[config.mk]
export PLATFORM = sky130hd
export DESIGN_NAME = stopwatch_ctrl
export DESIGN_NICKNAME = d
export VERILOG_FILES = /design/src/rtl/stopwatch_pkg.sv /design/src/rtl/lap_fifo.sv /design/src/rtl/stopwatch_ctrl.sv
export SDC_FILE = /design/constraint.sdc
export NUM_CORES = 1
export LEC_CHECK = 0
export ABC_AREA = 1
export CORE_MARGIN = 5
export CORE_UTILIZATION = 55
export CTS_BUF_LIST = sky130_fd_sc_hd__clkbuf_8
export DETAILED_ROUTE_END_ITERATION = 10
export GPL_ROUTABILITY_DRIVEN = 0
export MAX_ROUTING_LAYER = met4
export PLACE_DENSITY = 0.81
export SYNTH_ARGS = -nofsm -noshare
export SYNTH_HDL_FRONTEND = slang
export SYNTH_SLANG_ARGS = --single-unit
[constraint.sdc]
create_clock -name i_sclk -period 2.65 [get_ports i_sclk]
set_input_delay 0.795 -clock i_sclk [delete_from_list [all_inputs] [get_ports i_sclk]]
set_output_delay 0.795 -clock i_sclk [all_outputs]
set_load 0.05 [all_outputs]
[src/rtl/stopwatch_pkg.sv]
// Shared definitions for the stopwatch controller: FSM state encoding
// (also used by the trigger detector) and a small edge helper.
package stopwatch_pkg;

  localparam int ST_W = 2;

  typedef enum logic [ST_W-1:0] {
    S_IDLE    = 2'b00,
    S_RUNNING = 2'b01,
    S_STOPPED = 2'b10,
    S_LAP     = 2'b11
  } sw_state_e;

  localparam logic [ST_W-1:0] ST_IDLE    = 2'b00;
  localparam logic [ST_W-1:0] ST_RUNNING = 2'b01;
  localparam logic [ST_W-1:0] ST_STOPPED = 2'b10;
  localparam logic [ST_W-1:0] ST_LAP     = 2'b11;

  function automatic logic rise_of(input logic cur, input logic prev);
    return cur & ~prev;
  endfunction

endpackage

[src/rtl/lap_fifo.sv]
// Lap time FIFO: first-word-fall-through, overwrite-oldest when full,
// sticky overflow flag, synchronous flush.
module lap_fifo
  import stopwatch_pkg::*;
#(
  parameter int CNT_W     = 32,
  parameter int LAP_DEPTH = 8
) (
  input  logic                         i_clk,
  input  logic                         i_rst_n,
  input  logic                         i_push,
  input  logic                         i_pop,
  input  logic                         i_flush,
  input  logic [CNT_W-1:0]             i_wdata,
  output logic [CNT_W-1:0]             o_rdata,
  output logic                         o_empty,
  output logic [$clog2(LAP_DEPTH):0]   o_num,
  output logic                         o_ovf
);

  localparam int AW = $clog2(LAP_DEPTH);
  localparam int NW = AW + 1;
  localparam logic [AW-1:0] PTR_ONE  = AW'(1);
  localparam logic [NW-1:0] NUM_ONE  = NW'(1);
  localparam logic [NW-1:0] NUM_FULL = NW'(LAP_DEPTH);

  logic [CNT_W-1:0] r_mem [LAP_DEPTH];
  logic [AW-1:0]    r_wptr;
  logic [AW-1:0]    r_rptr;
  logic [NW-1:0]    r_num;
  logic             r_ovf;

  logic w_empty;
  logic w_full;
  logic w_pop_ok;
  logic w_wr_en;

  assign w_empty  = (r_num == '0);
  assign w_full   = (r_num == NUM_FULL);
  assign w_pop_ok = i_pop & ~w_empty;
  assign w_wr_en  = i_push & ~i_flush;

  always_ff @(posedge i_clk or negedge i_rst_n) begin
    if (!i_rst_n) begin
      r_wptr <= '0;
      r_rptr <= '0;
      r_num  <= '0;
      r_ovf  <= 1'b0;
    end else if (i_flush) begin
      r_wptr <= '0;
      r_rptr <= '0;
      r_num  <= '0;
      r_ovf  <= 1'b0;
    end else if (i_push && w_pop_ok) begin
      // Simultaneous push and pop keeps occupancy; never an overwrite.
      r_wptr <= r_wptr + PTR_ONE;
      r_rptr <= r_rptr + PTR_ONE;
    end else if (i_push && w_full) begin
      r_wptr <= r_wptr + PTR_ONE;
      r_rptr <= r_rptr + PTR_ONE;
      r_ovf  <= 1'b1;
    end else if (i_push) begin
      r_wptr <= r_wptr + PTR_ONE;
      r_num  <= r_num + NUM_ONE;
    end else if (w_pop_ok) begin
      r_rptr <= r_rptr + PTR_ONE;
      r_num  <= r_num - NUM_ONE;
    end
  end

  always_ff @(posedge i_clk) begin
    if (w_wr_en) begin
      r_mem[r_wptr] <= i_wdata;
    end
  end

  assign o_rdata = w_empty ? '0 : r_mem[r_rptr];
  assign o_empty = w_empty;
  assign o_num   = r_num;
  assign o_ovf   = r_ovf;

endmodule

[src/rtl/stopwatch_ctrl.sv]
// Stopwatch sequencing controller: button edge detection, run/stop/lap FSM,
// display hold timer and lap recording into lap_fifo.
module stopwatch_ctrl
  import stopwatch_pkg::*;
#(
  parameter int CNT_W       = 32,
  parameter int LAP_DEPTH   = 8,
  parameter int HOLD_CYCLES = 100000000
) (
  input  logic                         i_sclk,
  input  logic                         i_reset_n,
  input  logic                         i_start_stop,
  input  logic                         i_lap_reset,
  input  logic [CNT_W-1:0]             i_count,
  input  logic                         i_lap_rd,
  output logic                         o_count_init,
  output logic                         o_count_enb,
  output logic                         o_latch_count,
  output logic                         o_disp_hold,
  output logic [CNT_W-1:0]             o_lap_value,
  output logic                         o_lap_empty,
  output logic [$clog2(LAP_DEPTH):0]   o_lap_num,
  output logic                         o_lap_ovf,
  output logic [1:0]                   o_state
);

  localparam int TMR_W = (HOLD_CYCLES > 1) ? $clog2(HOLD_CYCLES) : 1;
  localparam logic [TMR_W-1:0] TMR_LOAD = TMR_W'(HOLD_CYCLES - 1);
  localparam logic [TMR_W-1:0] TMR_ONE  = TMR_W'(1);

  logic             r_start_prev;
  logic             r_lap_prev;
  logic [1:0]       r_state;
  logic [TMR_W-1:0] r_timer;
  logic             r_latch;

  logic             w_start_rise;
  logic             w_lap_rise;
  logic [1:0]       w_nxt_state;
  logic             w_latch;
  logic             w_push;
  logic             w_flush;
  logic             w_tmr_load;

  assign w_start_rise = rise_of(i_start_stop, r_start_prev);
  assign w_lap_rise   = rise_of(i_lap_reset, r_lap_prev);

  // Start always outranks lap; in LAP any button outranks timer expiry.
  always_comb begin
    w_nxt_state = r_state;
    w_latch     = 1'b0;
    w_push      = 1'b0;
    w_flush     = 1'b0;
    w_tmr_load  = 1'b0;
    case (r_state)
      ST_IDLE: begin
        if (w_start_rise) begin
          w_nxt_state = ST_RUNNING;
        end
      end
      ST_RUNNING: begin
        if (w_start_rise) begin
          w_nxt_state = ST_STOPPED;
          w_latch     = 1'b1;
        end else if (w_lap_rise) begin
          w_nxt_state = ST_LAP;
          w_latch     = 1'b1;
          w_push      = 1'b1;
          w_tmr_load  = 1'b1;
        end
      end
      ST_LAP: begin
        if (w_start_rise) begin
          w_nxt_state = ST_STOPPED;
          w_latch     = 1'b1;
        end else if (w_lap_rise) begin
          w_latch     = 1'b1;
          w_push      = 1'b1;
          w_tmr_load  = 1'b1;
        end else if (r_timer == '0) begin
          w_nxt_state = ST_RUNNING;
        end
      end
      ST_STOPPED: begin
        if (w_start_rise) begin
          w_nxt_state = ST_RUNNING;
        end else if (w_lap_rise) begin
          w_nxt_state = ST_IDLE;
          w_flush     = 1'b1;
        end
      end
      default: begin
        w_nxt_state = ST_IDLE;
      end
    endcase
  end

  always_ff @(posedge i_sclk or negedge i_reset_n) begin
    if (!i_reset_n) begin
      r_start_prev <= 1'b0;
      r_lap_prev   <= 1'b0;
      r_state      <= ST_IDLE;
      r_latch      <= 1'b0;
    end else begin
      r_start_prev <= i_start_stop;
      r_lap_prev   <= i_lap_reset;
      r_state      <= w_nxt_state;
      r_latch      <= w_latch;
    end
  end

  always_ff @(posedge i_sclk or negedge i_reset_n) begin
    if (!i_reset_n) begin
      r_timer <= '0;
    end else if (w_tmr_load) begin
      r_timer <= TMR_LOAD;
    end else if ((r_state == ST_LAP) && (r_timer != '0)) begin
      r_timer <= r_timer - TMR_ONE;
    end
  end

  lap_fifo #(
    .CNT_W     (CNT_W),
    .LAP_DEPTH (LAP_DEPTH)
  ) u_lap_fifo (
    .i_clk   (i_sclk),
    .i_rst_n (i_reset_n),
    .i_push  (w_push),
    .i_pop   (i_lap_rd),
    .i_flush (w_flush),
    .i_wdata (i_count),
    .o_rdata (o_lap_value),
    .o_empty (o_lap_empty),
    .o_num   (o_lap_num),
    .o_ovf   (o_lap_ovf)
  );

  assign o_count_init  = (r_state == ST_IDLE);
  assign o_count_enb   = (r_state == ST_RUNNING) || (r_state == ST_LAP);
  assign o_disp_hold   = (r_state == ST_STOPPED) || (r_state == ST_LAP);
  assign o_latch_count = r_latch;
  assign o_state       = r_state;

endmodule
==> impl_metrics.yaml, run 1 <==
finish:
  fill_cells: 1307
  fin_nets: 1340
  mostFrequentLayoutCell: "edfxtp_1"
  final_cell_mix: "edfxtp_1 (256), nor2_1 (248), nand2_1 (128)"
  final_layout_size_suffix_gt1_share_pct: 24.28
  postLayoutCoreUtil_pct: 74.09
  area_growth_pct: 32.91
  stdcell_area_um2: 16770
detailed_routing:
  routed.top_layer: "met4"
  drtIter0Drc: 1030
  vias_per_cell: 5.976
  ant_nets: 0
  wirelength_mm: 34.65
  met3_length_mm: 2.943
  avgRoutedWirePerCell_um: 21.49
  drc: 0
  met1Wirelength_mm: 13.03
  drt-pass1-iter-count: 6
  route.met2.wl_mm: 17.43
  vias: 9634
setup_path:
  cp_common_cell: "o21ai_2"
  crit_fanout: 5
  required_ns: 1.86
  path_delay_family: "compound AO/OA/AOI/OAI gates"
  r2r_setup_slack_ns: 0.67
  cp_slowest_cell: "dfrtp_4"
  endpoint_kind: "output port"
  start_kind: "flop"
  max_stage_delay_ns: 0.55
  cp_num_buf_inv: 3
  cp_cell_sequence: "buf_12 -> buf_8 -> nor2_2 -> nor2_1 -> o21ai_1 -> o21ai_2 -> o21ai_2 -> a31oi_4 -> buf_6"
  arrival_ns: 2.31
  path_class: "flop to output port"
floorplan:
  initial_core_util_pct: 55.74
  fp-row-count: 55
  core_area_um2: 22640
  io_pins: 81
  die_area_um2: 26080
  die_h_um: 161.5
  die_w_um: 161.5
clock_tree:
  cts_root_buffer: "clkbuf_8"
  htreeDepth: 2
  clock_latency_ns: 0.58
  hold_buffers: 0
  cts.sink_count: 299
  cts_buffer_depth: 3
  clkTransAtPathRegs_ns: 0.06
  cts_tree: "built"
  cts_buffers: 47
job:
  drv_cap: 0
timing:
  period_share_pct: 117.0
  finalHoldViolCount: 0
  setup_slack_ns: -0.4508
  fin_skew_ns: 0.02293
  setup_violations: 33
  maxSlewHeadroom_pct: 50.78
  rsz0062_at_grt: "yes"
  max_slew.worst_pin.slew_ns: 0.7374
  final_max_slew_viol_count: 0
  final.min_clock_period_ns: 3.101
  max_freq_mhz: 322.5
  fin_tns_setup_ns: -12.09
  holdWs_ns: 0.09778
synthesis:
  synth_seq_cells: 299
  netlist_area_um2: 12620
  synth_cells: 1146
  synthArstFlopShare_pct: 14.38
  syn_nets: 1188
  yosys.cell_types.count: 35
  synth-seq-area-share_pct: 69.44
  synth_edf_count: 256
  syn_avg_cell_area_um2: 11.01
  ys_warn_count: 0
  synthFlopType: "edfxtp_1"
global_routing:
  antenna_found_initial: 1
  grtUsageTotal_pct: 25.71
  grt.overflow.total: 0
  grt_pass1_vias: 9504
  grt_max_degree: 47
  grt_pass1_wl_mm: 51.00
power:
  p_leak_nw: 6.149
  power_switching_mw: 9.374
  switching_share_pct: 43.60
  p_comb_share_pct: 56.4
  p_int_mw: 12.13
  seqPwrFrac_pct: 27.2
  pwr-share-clk_pct: 16.3
  ir_drop_mv: 1.123
  p_per_area_nw_per_um2: 1282
placement:
  portBuffers: 80
  dp_hpwl_mm: 17.96
  post_dp_cell_area_um2: 14770
status:
  violations: "negative setup slack"
  status: "finished with violations"
min_path:
  holdCritPathClass: "input port to async pin"
registers in the layout (all words and copies together), names as in the netlist:
| register | count |
|---|---|
| o_latch_count | 1 |
| o_state | 2 |
| r_lap_prev | 1 |
| r_start_prev | 1 |
| r_timer | 27 |
| u_lap_fifo.o_num | 4 |
| u_lap_fifo.o_ovf | 1 |
| u_lap_fifo.r_mem | 256 |
| u_lap_fifo.r_rptr | 3 |
| u_lap_fifo.r_wptr | 3 |
synthesized netlist by cell type, types with 7 or more instances:
master	number	area, um^2
a21oi_1	7	35.03
buf_2	14	70.07
nor2_1	287	1077
clkbuf_1	33	123.9
nand2_1	128	480.5
nand4_1	11	68.82
nand3_1	31	155.2
dfrtp_1	43	1076
edfxtp_1	256	7687
a31oi_1	32	200.2
o21ai_0	191	955.9
buf_1	9	33.78
inv_1	36	135.1
o21ai_1	22	110.1
xor2_1	7	61.31
per-stage QoR:
stage / cells / setup WS (ns) / total power [mW]
4_1_cts: 1599 / -0.3787 / 20.64
6_report: 1612 / -0.4508 / 21.50
5_1_grt: 1612 / -0.5088 / 22.44
3_5_place_dp: 1502 / -0.05023 / 15.39
2_1_floorplan: 1146 / -0.4214 / 12.18
3_3_place_gp: 1502 / 0.01720 / 15.11
worst paths after layout:
path / from / endpoint / cells past startpoint
min in group i_sclk: r_timer[26]$_DFFE_PN0P_ / r_timer[26]$_DFFE_PN0P_ / 2
hold / removal: i_reset_n / o_state[0]$_DFFE_PN0P_ / 1
max in group asynchronous: i_reset_n / u_lap_fifo.r_rptr[0]$_DFFE_PN0P_ / 2
setup reg to reg: r_timer[0]$_DFFE_PN0P_ / r_timer[26]$_DFFE_PN0P_ / 10
setup / recovery: u_lap_fifo.r_rptr[0]$_DFFE_PN0P_ / o_lap_value[7] / 9
hold reg to reg: r_timer[26]$_DFFE_PN0P_ / r_timer[26]$_DFFE_PN0P_ / 2
layer usage:
metal,vias to the layer above,global-route usage [%]
met4,0,11.52
li1,4330,-
met3,98,4.644
met2,524,41.98
met1,4682,31.65
met5,-,-
worst reg2reg max path, delay by kind of cell (launching register included):
kind / cells / cell delay [ns]
buffers and inverters: 1 / 0.07
AND/OR/NAND/NOR: 8 / 1.20
adder cells (fa/ha/maj): 1 / 0.25
flip-flops: 1 / 0.34
layout make-up:
| class | count | area (um^2) | area share (%) |
|---|---|---|---|
| clock inverter | 30 | 161.4 | 0.9622 |
| timing repair buffer | 162 | 2340 | 13.95 |
| antenna | 1 | 2.502 | 0.01492 |
| sequential | 299 | 8770 | 52.28 |
| timing repair inverter | 1 | 20.02 | 0.1193 |
| inverter | 39 | 180.2 | 1.074 |
| multi-input combinational | 748 | 4298 | 25.62 |
| clock buffer | 47 | 646.9 | 3.856 |
| tap | 285 | 356.6 | 2.126 |
power groups by stage:
stage / combinational (mW) / sequential [mW] / clock, mW
finish: 12.1 / 5.86 / 3.52
global route: 12.8 / 5.89 / 3.77
CTS: 11.3 / 5.82 / 3.49
detailed placement: 9.48 / 5.91 / 0
global placement: 9.22 / 5.89 / 0
floorplan: 6.21 / 5.97 / 0
cells by family (layout without fill, tap and decap cells):
group                    after synthesis  count (layout)  share of synthesized area, %
AND/OR/NAND/NOR                      474             474                         15.14
other                                  0               1                             0
buffers and inverters                 99             279                         3.390
flip-flops                           299             299                         69.44
XOR/XNOR                              12              12                        0.8327
adder cells (fa/ha/maj)                5               5                        0.4957
AO/OA/AOI/OAI                        257             257                         10.71
timing repair:
action	CTS	global route
resized for setup	223	85
setup endpoints to repair	37	34
cloned	13	6
buffers inserted	7	7
pin swaps	40	20
(Power assumes the default switching activity.)
==> inputs of run 2 (changes only) <==
CORE_MARGIN = unset   (was 5)
SKIP_CTS_REPAIR_TIMING = 1   (was unset)
==> impl_metrics.yaml, run 2 (same netlist as run 1, synthesis figures left out) <==
detailed_routing:
  ant_nets: 0
  vias: 9372
  drtIter0Drc: 951
  wirelength_mm: 31.50
  avgRoutedWirePerCell_um: 19.70
  vias_per_cell: 5.861
  drc: 0
  drt-pass1-iter-count: 6
power:
  p_comb_share_pct: 53.1
  ir_drop_mv: 0.8680
  p_int_mw: 11.10
  seqPwrFrac_pct: 29.3
  p_leak_nw: 5.903
  power_switching_mw: 8.780
  pwr-share-clk_pct: 17.6
  p_per_area_nw_per_um2: 1238
  switching_share_pct: 44.18
setup_path:
  crit_fanout: 13
  arrival_ns: 2.24
  endpoint_kind: "output port"
  r2r-end: "r_timer[26]$_DFFE_PN0P_"
  r2r-start: "r_timer[0]$_DFFE_PN0P_"
  required_ns: 1.86
  start_kind: "flop"
  path_class: "flop to output port"
  reg2reg_depth: 10
  r2r_setup_slack_ns: 0.67
timing:
  period_share_pct: 114.5
  maxSlewHeadroom_pct: 52.48
  max_slew.worst_pin.slew_ns: 0.7120
  fin_tns_setup_ns: -10.46
  final.min_clock_period_ns: 3.035
  max_freq_mhz: 329.5
  setup_slack_ns: -0.3848
  rsz0062_at_grt: "yes"
  fin_skew_ns: 0.03040
  finalHoldViolCount: 0
  setup_violations: 32
  final_max_slew_viol_count: 0
global_routing:
  grtUsageTotal_pct: 24.81
  use_met1_pct: 32.92
  grt_pass1_vias: 8630
  met2_usage_pct: 38.64
  grt.busiest_layer: "met2"
  antenna_found_initial: 2
  grt_max_degree: 69
  grt_pass1_wl_mm: 44.45
  met3_usage_pct: 4.310
  grt.overflow.total: 0
clock_tree:
  cts_buffer_depth: 3
  htreeDepth: 2
  cts_buffers: 46
  cts.sink_count: 299
  clock_latency_ns: 0.57
  cts_root_buffer: "clkbuf_8"
  cts_tree: "built"
  clkTransAtPathRegs_ns: 0.07
floorplan:
  die_h_um: 153.5
  die_w_um: 153.5
  die_area_um2: 23560
  core_area_um2: 22570
  initial_core_util_pct: 55.91
  io_pins: 81
  fp-row-count: 55
finish:
  fin_nets: 1318
  stdcell_count: 1599
  final_layout_size_suffix_gt1_share_pct: 19.21
  fill_cells: 1434
  top_register: "u_lap_fifo.r_mem"
  largest_register_ffs: 256
  stdcell_area_um2: 16050
  final_cell_mix: "nor2_1 (266), edfxtp_1 (256), nand2_1 (128)"
  mostFrequentLayoutCell: "nor2_1"
  area_growth_pct: 27.19
placement:
  portBuffers: 80
  dp.cells: 1497
  post_dp_cell_area_um2: 14510
  dp_hpwl_mm: 17.34
status:
  violations: "negative setup slack"
  status: "finished with violations"
min_path:
  holdCritPathClass: "input port to async pin"
job:
  drv_cap: 0
## run 2: final cells by class
cell class / instances / area (um^2) / area share [%]
sequential: 299 / 8768 / 54.62
multi-input combinational: 748 / 4099 / 25.53
timing repair buffer: 142 / 1821 / 11.34
clock buffer: 46 / 633.1 / 3.944
tap: 285 / 356.6 / 2.221
clock inverter: 38 / 190.2 / 1.185
inverter: 39 / 180.2 / 1.122
antenna: 2 / 5.005 / 0.03118
## run 2: power by group through the flow
stage          Sequential, mW  Combinational, mW  Clock (mW)
2_1_floorplan            5.97               6.21           0
3_3_place_gp             5.88               8.63           0
3_5_place_dp             5.90               8.80           0
4_1_cts                  5.81               8.82        3.51
5_1_grt                  5.86               11.2        3.73
6_report                 5.82               10.6        3.50
## run 2: metal layers
layer | share of wire, % | vias to the layer above
met2 | 50 | 449
met4 | 2.5 | 0
met1 | 40 | 4563
met3 | 7.2 | 75
met5 | 0 | -
li1 | - | 4285
## run 2: worst max-delay path by stage
stage	startpoint	to	slack, ns	cells after the start
CTS	u_lap_fifo.r_rptr[0]$_DFFE_PN0P_	o_lap_value[14]	-0.54	7
detailed placement	i_lap_reset	u_lap_fifo.r_mem[1][15]$_DFFE_PP_	-0.04	6
global route	u_lap_fifo.r_rptr[0]$_DFFE_PN0P_	o_lap_value[2]	-0.50	9
global placement	i_lap_reset	u_lap_fifo.r_mem[1][3]$_DFFE_PP_	-0.01	6
finish	u_lap_fifo.r_rptr[0]$_DFFE_PN0P_	o_lap_value[20]	-0.38	8
floorplan	o_state[0]$_DFFE_PN0P_	u_lap_fifo.r_mem[0][0]$_DFFE_PP_	-0.42	4
## run 2: stage by stage
stage,utilization [%],hold slack [ns],worst slack (ns),total power [mW]
after floorplan,-,0.4424,-0.4214,12.18
after global placement,64.27,0.4608,-0.01488,14.51
after detailed placement,64.27,0.4722,-0.03574,14.70
after CTS,67.92,0.1085,-0.5386,18.14
after global routing,71.12,0.1197,-0.4986,20.77
final,71.12,0.1103,-0.3848,19.88
## run 2: critical path: stages (launching register included)
cell and delay (ns):
dfrtp_4 0.47, buf_12 0.16, buf_16 0.14, buf_4 0.19
nor2_1 0.06, nor2_1 0.08, o21ai_0 0.16, a31oi_4 0.24
buf_6 0.18
==> inputs of run 3 (changes only) <==
CORE_UTILIZATION = 46   (was 55)
PLACE_DENSITY = 0.68   (was 0.81)
clock period = 2.9 ns   (was 2.65 ns; I/O delays follow)
==> impl_metrics.yaml, run 3 (same netlist as run 1, synthesis figures left out) <==
status:
  status: "finished with violations"
  violations: "negative setup slack"
clock_tree:
  clkTransAtPathRegs_ns: 0.06
  htreeDepth: 2
  cts_buffers: 48
  cts_root_buffer: "clkbuf_8"
  clock_latency_ns: 0.55
  cts_tree: "built"
  cts_buffer_depth: 3
  cts.sink_count: 299
setup_path:
  crit_fanout: 5
  start_kind: "flop"
  required_ns: 2.03
  endpoint_kind: "output port"
  path_class: "flop to output port"
  arrival_ns: 2.24
finish:
  fin_nets: 1326
  n_antenna_cell: 0
  final_layout_size_suffix_gt1_share_pct: 18.17
  final_cell_mix: "nor2_1 (261), edfxtp_1 (256), nand2_1 (128)"
  top_register: "u_lap_fifo.r_mem"
  mostFrequentLayoutCell: "nor2_1"
  largest_register_ffs: 256
  fill_cells: 2081
  area_growth_pct: 27.19
detailed_routing:
  wirelength_mm: 32.90
  drt-pass1-iter-count: 5
  routed.top_layer: "met4"
  avgRoutedWirePerCell_um: 19.80
  vias_per_cell: 5.507
  drtIter0Drc: 693
  vias: 9152
  drc: 0
  met1Wirelength_mm: 13.78
  met3_length_mm: 2.493
  ant_nets: 0
  route.met2.wl_mm: 16.00
floorplan:
  die_h_um: 167.6
  core_area_um2: 26950
  fp-row-count: 60
  die_w_um: 167.6
  initial_core_util_pct: 46.83
  die_area_um2: 28100
  io_pins: 81
power:
  p_leak_nw: 5.911
  ir_drop_mv: 0.8690
  p_per_area_nw_per_um2: 1125
  power_mw: 18.07
global_routing:
  antenna_found_initial: 0
  grt_pass1_vias: 8545
  grt_pass1_wl_mm: 44.95
  grt_max_degree: 82
  grt.overflow.total: 0
  grtUsageTotal_pct: 21.12
job:
  drv_cap: 0
timing:
  setup_slack_ns: -0.2093
  fin_tns_setup_ns: -4.155
  final_max_slew_viol_count: 0
  finalHoldViolCount: 0
  fin_skew_ns: 0.01711
  max_slew.worst_pin.slew_ns: 0.7851
  setup_violations: 32
  max_freq_mhz: 321.6
  period_share_pct: 107.2
  final.min_clock_period_ns: 3.109
  maxSlewHeadroom_pct: 47.60
  rsz0062_at_grt: "yes"
placement:
  portBuffers: 80
  dpl_worst_slack_ns: 0.08325
  dp_hpwl_mm: 16.59
min_path:
  holdCritPathClass: "input port to async pin"
[run 3: changes by cell type in the layout (fill, tap and decap cells not counted), moves of 11 or more]
cell,change
buf_12,+11
o21ai_2,-21
o21ai_1,+25
a31oi_2,+26
a31oi_4,-29
[run 3: worst paths after layout]
check	slack [ns]	from	cells after the start	endpoint
max	-0.21	u_lap_fifo.r_rptr[0]$_DFFE_PN0P_	8	o_lap_value[21]
min	0.20	i_reset_n	1	u_lap_fifo.o_num[3]$_DFFE_PN0P_
max in group asynchronous	2.14	i_reset_n	2	r_timer[17]$_DFFE_PN0P_
min in group i_sclk	0.48	r_timer[26]$_DFFE_PN0P_	2	r_timer[26]$_DFFE_PN0P_
max reg2reg	0.87	r_timer[0]$_DFFE_PN0P_	10	r_timer[26]$_DFFE_PN0P_
min reg2reg	0.48	r_timer[26]$_DFFE_PN0P_	2	r_timer[26]$_DFFE_PN0P_
[run 3: worst max-delay path, cell delays in order (launching register included)]
cell,delay [ns]
dfrtp_4,0.51
buf_12,0.16
buf_12,0.13
buf_6,0.14
o21ai_0,0.20
o21ai_1,0.10
o21ai_1,0.19
a31oi_2,0.07
buf_6,0.19
[run 3: cell type report]
| class | instances | area, um^2 | share of cell area (%) |
|---|---|---|---|
| timing repair inverter | 1 | 16.27 | 0.1013 |
| sequential | 299 | 8768 | 54.62 |
| clock buffer | 50 | 688.2 | 4.287 |
| tap | 341 | 426.7 | 2.658 |
| inverter | 39 | 178.9 | 1.115 |
| clock inverter | 37 | 177.7 | 1.107 |
| multi-input combinational | 748 | 3765 | 23.45 |
| timing repair buffer | 147 | 2032 | 12.66 |
[run 3: through the flow]
step           util, %  std cells  area, um^2  hold WS [ns]
3_5_place_dp     53.08       1545       14310        0.4598
5_1_grt          59.56       1662       16050        0.1971
3_3_place_gp     53.08       1545       14310        0.4586
4_1_cts          56.29       1632       15170        0.1802
6_report         59.56       1662       16050        0.2023
2_1_floorplan        -       1146       12810        0.4424
[run 3: power breakdown]
part | total, mW | switching [mW] | internal [mW]
Combinational | 9.47 | 5.90 | 3.57
Sequential | 5.32 | 0.295 | 5.02
Clock | 3.28 | 1.60 | 1.68
[run 3: metal layers]
metal / GRT usage [%] / up-vias
met5: - / -
met2: 34.24 / 332
met3: 3.853 / 58
met1: 27.11 / 4454
met4: 6.422 / 0
li1: - / 4308
